## config.mk

```make
export PLATFORM = sky130hd
export DESIGN_NAME = one_to_eight_demux_seq
export DESIGN_NICKNAME = d
export VERILOG_FILES = /design/src/rtl/one_to_eight_demux_seq.sv
export SDC_FILE = /design/constraint.sdc
export NUM_CORES = 1
export LEC_CHECK = 0
export ABC_AREA = 1
export ABC_CLOCK_PERIOD_IN_PS = 1200
export CAP_MARGIN = 15
export CORE_MARGIN = 1
export CORE_UTILIZATION = 30
export DETAILED_ROUTE_END_ITERATION = 7
export GPL_ROUTABILITY_DRIVEN = 0
export PLACE_DENSITY = 0.55
export SLEW_MARGIN = 0
export SYNTH_ARGS = -nofsm -noshare
export SYNTH_HDL_FRONTEND = slang
export SYNTH_SLANG_ARGS = --single-unit
export TNS_END_PERCENT = 50
```

## constraint.sdc

```tcl
create_clock -name clk -period 1.2 [get_ports clk]
set_input_delay 0.3 -clock clk [delete_from_list [all_inputs] [get_ports clk]]
set_output_delay 0.3 -clock clk [all_outputs]
set_load 0.02 [all_outputs]
```

## src/rtl/one_to_eight_demux_seq.sv

```systemverilog
// one_to_eight_demux_seq: collects 8 serial bits into a parallel word.
// A start pulse resynchronises framing to slot 0.
module one_to_eight_demux_seq #(
    parameter bit MSB_FIRST = 1'b0
) (
    input  logic       clk,
    input  logic       rst_n,
    input  logic       d,
    input  logic       d_valid,
    input  logic       start,
    output logic [7:0] y,
    output logic [2:0] s,
    output logic       y_valid,
    output logic       busy
);
    typedef enum logic {IDLE, COLLECT} state_t;
    state_t     state, state_n;
    logic [2:0] s_n, slot, pos;
    logic [7:0] shadow, shadow_n, y_n;
    logic       y_valid_n;
    assign slot = start ? 3'd0 : s;
    assign pos  = MSB_FIRST ? 3'd7 - slot : slot;
    assign busy = (state == COLLECT);
    // start discards the partial frame first; a same-cycle capture then lands in slot 0
    always_comb begin
        state_n   = state;
        s_n       = s;
        shadow_n  = shadow;
        y_n       = y;
        y_valid_n = 1'b0;
        if (start) begin
            shadow_n = '0;
            s_n      = 3'd0;
            state_n  = IDLE;
        end
        if (d_valid) begin
            shadow_n[pos] = d;
            if (slot == 3'd7) begin
                y_n       = shadow_n;
                y_valid_n = 1'b1;
                s_n       = 3'd0;
                state_n   = IDLE;
                shadow_n  = '0;
            end else begin
                s_n     = slot + 3'd1;
                state_n = COLLECT;
            end
        end
    end
    always_ff @(posedge clk) begin
        if (!rst_n) begin
            state   <= IDLE;
            s       <= 3'd0;
            shadow  <= '0;
            y       <= '0;
            y_valid <= 1'b0;
        end else begin
            state   <= state_n;
            s       <= s_n;
            shadow  <= shadow_n;
            y       <= y_n;
            y_valid <= y_valid_n;
        end
    end
endmodule

```

# == Word-level counts from Yosys, hierarchy flattened ==
# Cells that the tools add are included.
# word_totals
latchBits,0
rom_bits,0
output_inout_bits,13
n_memories,0
wordCells,26
ramBits,0
register_bits,21
input_bits,5
# op_classes
order_cmp,2
shift,0
bitwise_logic,0
n_mux,13
mul,0
n_reduce_logical,4
eq_ne,1
n_div,0
n_addsub,1
# op_table
cell,count
two-way mux 8 bit,3
two-way mux 3 bit,3
bitwise mux 8 bit,1
two-way mux 1 bit,5
"< comparator 3 x 4 -> 1 bit, second input constant",1
AND reduction 2 bit,2
"adder 3 x 1 -> 3 bit, second input constant",1
demux 1 bit (select 3 bit),1
"equality test 3 bit, second input constant",1
"greater-or-equal comparator 3 x 1 -> 1 bit, second input constant",1
nonzero test 2 bit,1
logical AND 1 bit,1

# == Longest topological paths before layout ==
# logic_depth
word_depth,8
mapped_depth,7
depth_no_buf,6

# == Worst setup path after synthesis ==
# OpenSTA, ideal clock, no wires.
# synth_path
path_type,register to register
startpoint,register s[1]
endpoint,register shadow[2]
required_ns,1.127
n_path_buf,0
path_stages_with_launch,7
setup_slack_ns,-0.076
period_less_slack_ns,1.276
arrival_ns,1.203
setup_ns,0.073
path_cell_list,dfxtp_1 -> inv_1 -> nor2_1 -> nand3_1 -> nand2_1 -> nand3_1 -> a21oi_1
# synth_between
elab_chain_cells,8
word_cells_on_any_way,10
cone_classes,order compare: 2; eq/ne: 1; mux: 6; reduce/logical: 1
# synth_rtl
item,line,source
start: declaration,12,"output logic [2:0] s,"
start signal: assignment,59,s <= s_n;
two-way mux 3 bit (*),--,
< comparator 3 x 4 -> 1 bit (implied by the code) or greater-or-equal comparator 3 x 1 -> 1 bit (tied branches),37,shadow_n[pos] = d;
logical AND 1 bit (implied by the code),37,
two-way mux 1 bit (implied by the code),37,
demux 1 bit (select 3 bit),37,
bitwise mux 8 bit,37,
two-way mux 8 bit (*),38,if (slot == 3'd7) begin
two-way mux 8 bit (*),36,if (d_valid) begin
end signal: assignment,60,shadow <= shadow_n;
end: declaration,19,"logic [7:0] shadow, shadow_n, y_n;"
# Mark *: on every way between the ends. The rest lies on a longest branch, timed or not.
# A chain may end at the register's enable or synchronous reset.

# == Final worst setup path ==
# layout_path
startpoint,register s[1]
endpoint,register shadow[5]
# Same word-level chain as after synthesis.

==> flow_summary_export.csv <==
group,metric,value,unit
outcome,status,"finished with violations",
outcome,failed_checks,"negative setup slack",
timing,slew_headroom,0.831,
synth,synth_compound_area_frac,0.121,
synth,netlist.area_leader.share,0.461,
timing,max_freq,830,MHz
finish,nFillCells,290,
synth,yosys.area_share.adder,0,
synth,synth_top_family_by_area,"simple AND/OR/NAND/NOR gates",
detailed_routing,routedWlPerCell,12.1,um
synth,yosysSeqAreaShare,0.461,
finish,drive_above_1_share,0.345,
detailed_routing,drcViolationCount,0,
cts,ctsHoldBuffers,0,
min_path,hold_path_class,"reg -> reg",
synth,synth_simple_gate_area_frac,0.369,
detailed_routing,antenna_left,0,
finish,final_cell_mix,"nand2_1, nand3_1, dfxtp_1, buf_4, buf_2",
synth,synth_fp_nets,128,
detailed_routing,viasPerCell,5.04,
power,peakVddDrop,0.680,mV
finish,nets,171,
global_route,grt_max_degree,13,
critical_path,crit_path_frequent_cell,"buf_4",
synth,synth_area,868,um2
critical_path,cp_max_fo,5,
synth,yosysUniqueCellTypes,15,
synth,synth-seq-cells,20,
timing,whs,466,ps
critical_path,setup.worst_path.end_class,"register",
global_route,overflow,0,
timing,finalHoldViolations,0,
critical_path,cp.required,1400,ps
synth,synth_flop_cell,"dfxtp_1",
critical_path,cp.arrival,1400,ps
global_route,grt_pass1_wl,3910,um
critical_path,crit_family,"buffers and inverters",
critical_path,max_stage_delay,350,ps
die,die_y,55.8,um
finish,final_common_cell,"nand2_1",
synth,ys_top_cells_by_area,"dfxtp_1, nand2_1, nand3_1",
die,rows,19,
cts,htree_levels,1,
detailed_routing,drtIter0Drc,49,
cts,tritoncts,"built",
timing,slew_violations,0,
synth,synth-edff-count,0,
critical_path,path_buf_inv,3,
die,dieArea,3110,um2
placement,io_buffers,17,
finish,diodes,0,
detailed_routing,wirelength,2370,um
cts,numCtsBuffers,3,
synth,synth.yosys.warnings,0,
timing,finalCriticalPeriod,1210,ps
cts,clk_pin_slew,110,ps
global_route,grt_antenna_before_repair,0,
run,maxCapViolCount,0,
placement,dp_hpwl,1750,um
cts,insertion_delay,300,ps
timing,min_period_over_period,1.00,
finish,area_growth_syn_to_layout,48.8,%
detailed_routing,vias,987,
timing,fin_tns_setup,-12.6,ps
timing,skew,1.97,ps
finish,layout.cells.non_filler,196,
critical_path,setup.worst_path.start_class,"register",
synth,yosysTopAreaCell,"dfxtp_1",
timing,finalSetupViolCount,3,
critical_path,crit_chain,"buf_4 -> inv_1 -> buf_4 -> nand4_1 -> nand3_1 -> a21oi_1",
critical_path,crit_slowest_cell,"dfxtp_2",
synth,synth-xor-area-share,0,
power,power_leakage,0.560,nW
placement,dp_cells,188,
synth,yosys-mux-area-fraction,0,
cts,clock-root-buffer,"clkbuf_4",
timing,layout_setup_ws,-5.15,ps
timing,rsz0062_at_grt,"true",
global_route,grt_usage,0.160,
critical_path,path_class,"reg -> reg",
die,start_util,0.315,
cts,cts_sinks,20,
finish,fin_area,1290,um2
timing,tightest_slew,254,ps
global_route,first_global_vias,892,
die,io_pins,18,
synth,synth-async-reset-ratio,0,
placement,place_area,1230,um2
synth,synth_cells,123,
power,power.density,960,nW/um2
cts,cts_buffer_depth,2,
finish,fin_util,0.469,
detailed_routing,drtPass1Iterations,4,
die,die_x,55.8,um
synth,synth.avg_cell_area,7.06,um2
die,core_area,2760,um2
-- flip-flops by register name, summed over array words and instances (netlist names) --
name     count
s            3
y            8
y_valid      1
shadow       7
busy         1
-- area by class of cell --
class	instances	area, um2	share of cell area
multi-input combinational	92	463	0.358
sequential	20	407	0.315
timing repair buffer	40	314	0.243
tap	31	38.8	0.0300
inverter	9	33.8	0.0261
clock buffer	4	36.3	0.0281
-- routing by layer --
| metal | global-route usage | vias to the layer above | part of all wire |
|---|---|---|---|
| li1 | - | 502 | - |
| met1 | 0.206 | 450 | 0.47 |
| met2 | 0.255 | 33 | 0.45 |
| met5 | 0 | - | 0 |
| met3 | 0.0581 | 2 | 0.071 |
| met4 | 0.0357 | 0 | 0.0072 |
-- what timing repair did --
action	CTS	global route
setup buffers	0	4
pin swaps	1	7
setup endpoints to repair	30	18
resized for setup	60	15
cloned	0	0
-- Yosys cell counts (2+ instances only) --
cell type,n
nand2_1,36
nand3_1,24
dfxtp_1,20
a21oi_1,9
o21ai_0,9
inv_1,7
nand4_1,6
nor2_1,4
nor2_2,2
-- cells by family after synthesis --
kind of cell           Yosys count
flip-flops                      20
AO/OA/AOI/OAI                   20
AND/OR/NAND/NOR                 72
buffers and inverters           11
-- final timing paths --
path / start / endpoint / slack, ps / cells after the start
max: s[1] / shadow[5] / -5 / 6
min: y[5] / y[5] / 470 / 2
max reg2reg: s[1] / shadow[5] / -5 / 6
min reg2reg: y[5] / y[5] / 470 / 2
-- worst reg2reg max path: stages, from the launching register on --
cell and delay [ps]:
dfxtp_2 350, buf_4 140, inv_1 170, buf_4 150
nand4_1 120, nand3_1 120, a21oi_1 60
-- power breakdown --
group | switching [W] | leakage (nW) | internal (W)
combinational | 0.0000926 | 0.376 | 0.0000848
clock | 0.000200 | 0.0210 | 0.000185
sequential | 0.00000683 | 0.163 | 0.000672
-- per-stage QoR --
| step | setup WS (ps) | power [W] |
|---|---|---|
| 2_1_floorplan | -5.98 | 0.000758 |
| 3_3_place_gp | -383 | 0.000848 |
| 3_5_place_dp | -395 | 0.000849 |
| 4_1_cts | 13.6 | 0.00123 |
| 5_1_grt | -119 | 0.00130 |
| 6_report | -5.15 | 0.00124 |
Note: power is estimated with default switching activity, not from simulation.
